<file path="src/rtl/ut_sched_pkg.sv">
// ut_sched_pkg: state encoding, default window size and MAC-window length helper
// shared by the ut_array_sched sequencer.
package ut_sched_pkg;

  typedef enum logic [1:0] {
    ST_IDLE,
    ST_CLR,
    ST_WLOAD,
    ST_COMP
  } ut_state_e;

  localparam int unsigned UT_FULL_WIN   = 128;
  localparam int          UT_IWIDTH_DEF = $clog2(UT_FULL_WIN) + 1;

  // L = max(1, 2^(iwidth-1) >> shift)
  function automatic int unsigned win_len(input int unsigned iwidth, input int unsigned shift);
    if (shift >= iwidth - 32'd1) return 32'd1;
    return (32'd1 << (iwidth - 32'd1)) >> shift;
  endfunction

endpackage

</file>
<file path="src/rtl/ut_skew_line.sv">
// ut_skew_line: N-tap delay line, q[k] is d delayed by k cycles (q[0] = d).
// Async active-low reset, synchronous flush.
module ut_skew_line #(
  parameter int N = 4
) (
  input  logic         clk,
  input  logic         rst_n,
  input  logic         flush,
  input  logic         d,
  output logic [N-1:0] q
);

  logic [N-2:0] r_dly;

  always_ff @(posedge clk or negedge rst_n) begin
    if (!rst_n)     r_dly <= '0;
    else if (flush) r_dly <= '0;
    else            r_dly <= (N-1)'({r_dly, d});
  end

  assign q = {r_dly, d};

endmodule

</file>
<file path="src/rtl/ut_array_sched.sv">
// ut_array_sched: control sequencer for a HEIGHT x WIDTH unary-temporal systolic array.
// Define UT_SCHED_EBT_EN to honour ebt_shift (early termination); otherwise L = 2^(IWIDTH-1).
//
// state    | meaning
// ST_IDLE  | waiting for start
// ST_CLR   | one cycle, clear all weight/input/output registers
// ST_WLOAD | HEIGHT cycles, shift weight rows in
// ST_COMP  | row-0 windows for every vector, then tail drain of the skew lines
module ut_array_sched
  import ut_sched_pkg::*;
#(
  parameter int HEIGHT = 32,
  parameter int WIDTH  = 32,
  parameter int IWIDTH = UT_IWIDTH_DEF,
  parameter int NVW    = 16,
  parameter int SW     = $clog2(IWIDTH)
) (
  input  logic              clk,
  input  logic              rst_n,
  input  logic              start,
  input  logic              abort,
  input  logic [NVW-1:0]    num_vec,
  input  logic [SW-1:0]     ebt_shift,
  output logic              busy,
  output logic              done,
  output logic              wght_req,
  output logic              ifm_req,
  output logic [WIDTH-1:0]  en_w,
  output logic [WIDTH-1:0]  clr_w,
  output logic [HEIGHT-1:0] en_i,
  output logic [HEIGHT-1:0] clr_i,
  output logic [HEIGHT-1:0] mac_done,
  output logic [WIDTH-1:0]  en_o,
  output logic [WIDTH-1:0]  clr_o
);

  localparam int WW = IWIDTH - 1;
  localparam int TW = $clog2(HEIGHT + WIDTH);

  ut_state_e        r_state, w_state_nxt;
  logic [WW-1:0]    r_win, w_win_nxt, w_lm1;
  logic [NVW-1:0]   r_vec, w_vec_nxt, r_nv;
  logic [TW-1:0]    r_tmr, w_tmr_nxt;
  logic             w_accept;
  logic             w_act_nxt, w_clr_nxt, w_wload_nxt, w_done_nxt;
  logic             w_en_i0_nxt, w_clr_i0_nxt, w_mac0_nxt;
  logic [HEIGHT-1:0] w_en_i_tap, w_clr_i_tap, w_mac_tap;
  logic [WIDTH-1:0]  w_en_o_tap, w_clr_o_tap;

  assign w_accept = (r_state == ST_IDLE) && start && !abort;

  always_ff @(posedge clk or negedge rst_n) begin
    if (!rst_n)        r_nv <= '0;
    else if (w_accept) r_nv <= num_vec;
  end

`ifdef UT_SCHED_EBT_EN
  logic [SW-1:0] r_shift;

  always_ff @(posedge clk or negedge rst_n) begin
    if (!rst_n)        r_shift <= '0;
    else if (w_accept) r_shift <= ebt_shift;
  end

  assign w_lm1 = WW'(win_len(IWIDTH, 32'(r_shift)) - 32'd1);
`else
  localparam int unsigned FULL_WIN = win_len(IWIDTH, 0);
  logic w_unused_shift;

  assign w_unused_shift = ^ebt_shift;
  assign w_lm1          = WW'(FULL_WIN - 32'd1);
`endif

  always_ff @(posedge clk or negedge rst_n) begin
    if (!rst_n) begin
      r_state <= ST_IDLE;
      r_win   <= '0;
      r_vec   <= '0;
      r_tmr   <= '0;
    end else begin
      r_state <= w_state_nxt;
      r_win   <= w_win_nxt;
      r_vec   <= w_vec_nxt;
      r_tmr   <= w_tmr_nxt;
    end
  end

  always_comb begin
    w_state_nxt = r_state;
    w_win_nxt   = r_win;
    w_vec_nxt   = r_vec;
    w_tmr_nxt   = r_tmr;
    case (r_state)
      ST_IDLE: begin
        w_win_nxt = '0;
        w_vec_nxt = '0;
        if (start && num_vec != '0) w_state_nxt = ST_CLR;
      end
      ST_CLR: begin
        w_state_nxt = ST_WLOAD;
        w_tmr_nxt   = TW'(HEIGHT - 1);
      end
      ST_WLOAD: begin
        w_tmr_nxt = r_tmr - 1'b1;
        if (r_tmr == '0) w_state_nxt = ST_COMP;
      end
      ST_COMP: begin
        if (r_vec < r_nv) begin
          if (r_win == w_lm1) begin
            w_win_nxt = '0;
            w_vec_nxt = r_vec + 1'b1;
            // tail: skew lines still emit for HEIGHT+WIDTH-1 cycles after the last window
            w_tmr_nxt = TW'(HEIGHT + WIDTH - 2);
          end else begin
            w_win_nxt = r_win + 1'b1;
          end
        end else begin
          w_tmr_nxt = r_tmr - 1'b1;
          if (r_tmr == '0) w_state_nxt = ST_IDLE;
        end
      end
      default: w_state_nxt = ST_IDLE;
    endcase
    if (abort) begin
      w_state_nxt = ST_IDLE;
      w_win_nxt   = '0;
      w_vec_nxt   = '0;
    end
  end

  // Values each output takes in the next cycle; registered below.
  always_comb begin
    w_act_nxt    = (w_state_nxt == ST_COMP) && (w_vec_nxt < r_nv);
    w_clr_nxt    = (w_state_nxt == ST_CLR);
    w_wload_nxt  = (w_state_nxt == ST_WLOAD);
    w_en_i0_nxt  = w_act_nxt;
    w_clr_i0_nxt = w_act_nxt && (w_win_nxt == '0);
    w_mac0_nxt   = w_act_nxt && (w_win_nxt == w_lm1);
    w_done_nxt   = !abort && (((r_state == ST_IDLE) && start && (num_vec == '0)) ||
                              ((r_state == ST_COMP) && (w_state_nxt == ST_IDLE)));
  end

  ut_skew_line #(.N(HEIGHT)) u_skew_en_i (
    .clk(clk), .rst_n(rst_n), .flush(abort), .d(w_en_i0_nxt), .q(w_en_i_tap));
  ut_skew_line #(.N(HEIGHT)) u_skew_clr_i (
    .clk(clk), .rst_n(rst_n), .flush(abort), .d(w_clr_i0_nxt), .q(w_clr_i_tap));
  ut_skew_line #(.N(HEIGHT)) u_skew_mac (
    .clk(clk), .rst_n(rst_n), .flush(abort), .d(w_mac0_nxt), .q(w_mac_tap));

  // Column 0 output enable follows the last row's mac_done by one cycle.
  ut_skew_line #(.N(WIDTH)) u_skew_en_o (
    .clk(clk), .rst_n(rst_n), .flush(abort), .d(mac_done[HEIGHT-1]), .q(w_en_o_tap));
  ut_skew_line #(.N(WIDTH)) u_skew_clr_o (
    .clk(clk), .rst_n(rst_n), .flush(abort), .d(en_o[0]), .q(w_clr_o_tap));

  always_ff @(posedge clk or negedge rst_n) begin
    if (!rst_n) begin
      busy     <= 1'b0;
      done     <= 1'b0;
      wght_req <= 1'b0;
      ifm_req  <= 1'b0;
      en_w     <= '0;
      clr_w    <= '0;
      en_i     <= '0;
      clr_i    <= '0;
      mac_done <= '0;
      en_o     <= '0;
      clr_o    <= '0;
    end else if (abort) begin
      busy     <= 1'b0;
      done     <= 1'b0;
      wght_req <= 1'b0;
      ifm_req  <= 1'b0;
      en_w     <= '0;
      clr_w    <= '0;
      en_i     <= '0;
      clr_i    <= '0;
      mac_done <= '0;
      en_o     <= '0;
      clr_o    <= '0;
    end else begin
      busy     <= (w_state_nxt != ST_IDLE);
      done     <= w_done_nxt;
      wght_req <= w_wload_nxt;
      ifm_req  <= w_clr_i0_nxt;
      en_w     <= {WIDTH{w_wload_nxt}};
      clr_w    <= {WIDTH{w_clr_nxt}};
      en_i     <= w_en_i_tap;
      clr_i    <= w_clr_i_tap | {HEIGHT{w_clr_nxt}};
      mac_done <= w_mac_tap;
      en_o     <= w_en_o_tap;
      clr_o    <= w_clr_o_tap | {WIDTH{w_clr_nxt}};
    end
  end

endmodule
</file>
<file path="config.mk">
export PLATFORM = sky130hd
export DESIGN_NAME = ut_array_sched
export DESIGN_NICKNAME = d
export VERILOG_FILES = /design/src/rtl/ut_sched_pkg.sv /design/src/rtl/ut_skew_line.sv /design/src/rtl/ut_array_sched.sv
export SDC_FILE = /design/constraint.sdc
export NUM_CORES = 1
export LEC_CHECK = 0
export CAP_MARGIN = 20
export CORE_MARGIN = 2
export CORE_UTILIZATION = 50
export CTS_BUF_LIST = sky130_fd_sc_hd__clkbuf_16
export DETAILED_ROUTE_END_ITERATION = 10
export PLACE_DENSITY_LB_ADDON = 0.3
export SETUP_SLACK_MARGIN = 0.05
export SLEW_MARGIN = 20
export SYNTH_ARGS = -nofsm -noshare
export SYNTH_HDL_FRONTEND = slang
export SYNTH_SLANG_ARGS = --single-unit
</file>
<file path="constraint.sdc">
create_clock -name clk -period 4.2 [get_ports clk]
set_input_delay 0.84 -clock clk [delete_from_list [all_inputs] [get_ports clk]]
set_output_delay 0.84 -clock clk [all_outputs]
set_load 0.005 [all_outputs]
</file>
==> results.ini <==
[worst_setup_path]
cp_top_family = simple AND/OR/NAND/NOR gates
arrival_ps = 4400
crit_buf_inv = 2
path_cells = ha_1 > a21o_1 > nand3_1 > a21oi_1 > buf_4 > or3_1 > nor2_4 > nand3_1 > xor2_1 > nor2_1 > ha_1 > o211ai_1 > nand2_1 > nand4b_1 > nor4_2 > a211oi_2 > o2111ai_2 > buf_4 > and4b_1
critPathLaunchType = register
path_max_fanout = 5
cp-end-kind = register
cp_slowest_cell = dfrtp_1
critical_path_class = reg -> reg
cpPeakStageDelay_ps = 420
worst_ep_required_time_ps = 4640

[synth]
yosysTopAreaCell = dfrtp_1
synth_top_area_share = 0.597
async_reset_ff_frac = 1.00
yosys_register_bits = 242
synth_cell_types = 63
ys_warn_count = 0
syn_nets = 913
ys_seq_area_frac = 0.597
syn_inst = 852
synth.top_cells.by_area = dfrtp_1, nor2b_1, buf_4, ha_1, a21o_1
syn-mean-instance-area_um2 = 11.9
ys.flop_type = dfrtp_1
synth_edf_count = 0
synth_area_mm2 = 0.0101

[routing]
drc = 0
drt_iter0_markers = 415
vias = 6750
vias_per_cell = 5.03
drt-pass1-iter-count = 4
ant_nets = 0
wl_per_cell_um = 16.6
wl_mm = 22.2

[timing]
timing_worst_slew_pin_value_ps = 986
drv_slew = 0
fin_crit_ps = 3960
hold_violations = 0
fmax_ghz = 0.252
tns_ps = 0
finalCritPeriodShare = 0.944
setup_viol = 0
rsz0062_at_grt = false
fin_skew_ps = 9.30
max_slew_margin = 0.343
setup_ws_ps = 236
hold_slack_ps = 408

[cts]
clk_pin_slew_worst_paths_ps = 60
cts-root-buf = clkbuf_16
cts_made_buffers = 24
cts.sinks = 242
h-tree-depth = 1
worstSkewPairLatency_ps = 510
clk_path_buf_depth = 3
cts_hold_buf = 0
cts_tree = done

[placement]
placed_area_mm2 = 0.0126
dpl.hpwl_mm = 15.7
gp_congestion = 0.820
portBuffers = 247
dpl_worst_slack_ps = 86.6

[power]
p_sw_frac = 0.271
p_leak_nw = 6.36
p_comb_frac = 0.256
power.density_mw_per_mm2 = 470
pwr-share-clk = 0.308
p_sw_mw = 1.70
power_frac_seq = 0.436
p_int_mw = 4.58
vdd_ir_drop_max_uv = 338

[grt]
track_usage = 0.205
antenna_found_initial = 0
grt_max_degree = 122
grt_pass1_vias = 6567
gr-total-overflow = 0
grt_first_pass_wirelength_mm = 35.5

[floorplan]
row_count = 52
die_w_um = 146
die_h_um = 146
die_area_mm2 = 0.0214
core_area_mm2 = 0.0200
start_util = 0.506
ioPinCount = 251

[cells_and_area]
antenna-diode-count = 0
num-nets-final = 1115
fin_area_mm2 = 0.0134
drive_above_1_share = 0.104
area_growth_pct = 32.1
fillers = 1584
final_cell_mix = clkdlybuf4s50_1, dfrtp_1, nor2b_1
final_common_cell = clkdlybuf4s50_1

[flow_run]
maxCapViolCount = 0

[run_status]
status = finished clean

[worst_hold_path]
hold_class = in -> async

## state kept, by name, indices dropped and copies added, names as in the netlist, 2 cells and up
name,count
u_skew_mac.r_dly,30
r_state,2
u_skew_clr_i.r_dly,31
r_tmr,6
r_nv,16
mac_done,2
u_skew_clr_o.r_dly,30
u_skew_en_i.r_dly,30
clr_o,32
en_i,2
clr_i,32
r_vec,16
r_win,7
## worst register-to-register path: cells and delay by family (launching register included)
family | cells | cell delay, ps
and+or+nand+nor | 9 | 1480
AOI/OAI and AO/OA | 5 | 860
adders and majority gates | 2 | 590
DFF | 1 | 420
buffers and inverters | 2 | 380
xor gates and xnor gates | 1 | 160
## per-stage QoR
stage | std cells | util | power, mW
6_report | 1341 | 0.668 | 6.29
4_1_cts | 1339 | 0.663 | 6.36
5_1_grt | 1341 | 0.668 | 6.62
3_5_place_dp | 1296 | 0.627 | 4.40
2_1_floorplan | 852 | - | 3.61
3_3_place_gp | 1294 | 0.624 | 4.32
## worst paths after layout
path / slack, ps / to / start / cells after the start
min in group clk: 470 / clr_i[31] / u_skew_clr_i.r_dly[30] / 2
worst max-delay path: 240 / u_skew_mac.r_dly[0] / r_vec[9] / 19
worst min register to register: 470 / clr_i[31] / u_skew_clr_i.r_dly[30] / 2
worst min-delay path: 410 / r_nv[9] / rst_n / 1
worst max register to register: 240 / u_skew_mac.r_dly[0] / r_vec[9] / 19
max in group asynchronous: 2750 / u_skew_mac.r_dly[6] / rst_n / 2
## cells in the mapped netlist, types with 3 or more instances
master / n
dfrtp_1: 242
nor2b_1: 126
buf_4: 68
nor2_1: 42
ha_1: 38
nand2_1: 38
a21o_1: 33
nand2b_1: 31
inv_1: 29
a21oi_1: 22
clkbuf_1: 22
mux2_2: 16
nor4_1: 13
xnor2_1: 12
nand4_1: 11
o21ai_0: 11
nand3_1: 10
nor3_1: 8
buf_2: 5
o211ai_1: 5
or3_1: 5
a211oi_1: 4
and3_1: 4
o21ai_1: 4
a31oi_1: 3
## logic make-up (layout without fill, tap and decap cells)
group                    Yosys count  in the layout  share of synthesized area
AND/OR/NAND/NOR                  308            308                      0.175
flip-flops                       242            242                      0.597
buffers and inverters            129            348                     0.0743
AO/OA/AOI/OAI                    104            104                     0.0754
adder cells (fa/ha/maj)           38             38                     0.0469
multiplexers                      17             17                     0.0188
XOR/XNOR                          14             14                     0.0121
## layout make-up
cell class / instances / area [µm²] / area share
Clock buffer: 24 / 601 / 0.0449
Clock inverter: 19 / 113 / 0.00841
Inverter: 31 / 116 / 0.00869
Multi-Input combinational cell: 481 / 3430 / 0.256
Sequential cell: 242 / 6060 / 0.452
Tap cell: 270 / 338 / 0.0252
Timing Repair Buffer: 274 / 2730 / 0.204
## power groups by stage
stage	clock network, mW	registers (mW)	logic (mW)
CTS	2.00	2.75	1.62
detailed placement	0	2.79	1.62
global route	2.09	2.77	1.76
finish	1.94	2.74	1.61
floorplan	0	2.78	0.834
global placement	0	2.77	1.54
## timing repair
action | in CTS | in global routing
setup endpoints to repair | 0 | 4
gates resized for setup | 0 | 17
setup buffers | 0 | 2
hold endpoints to repair | 0 | 0
## per-layer routing
metal / GRT usage / vias up / part of all wire
met5: 0 / - / 0
met4: 0.0558 / 0 / 0.019
met3: 0.0341 / 28 / 0.055
met2: 0.348 / 209 / 0.50
met1: 0.276 / 3328 / 0.43
li1: - / 3185 / -
Power figures use the tool's default switching activity.
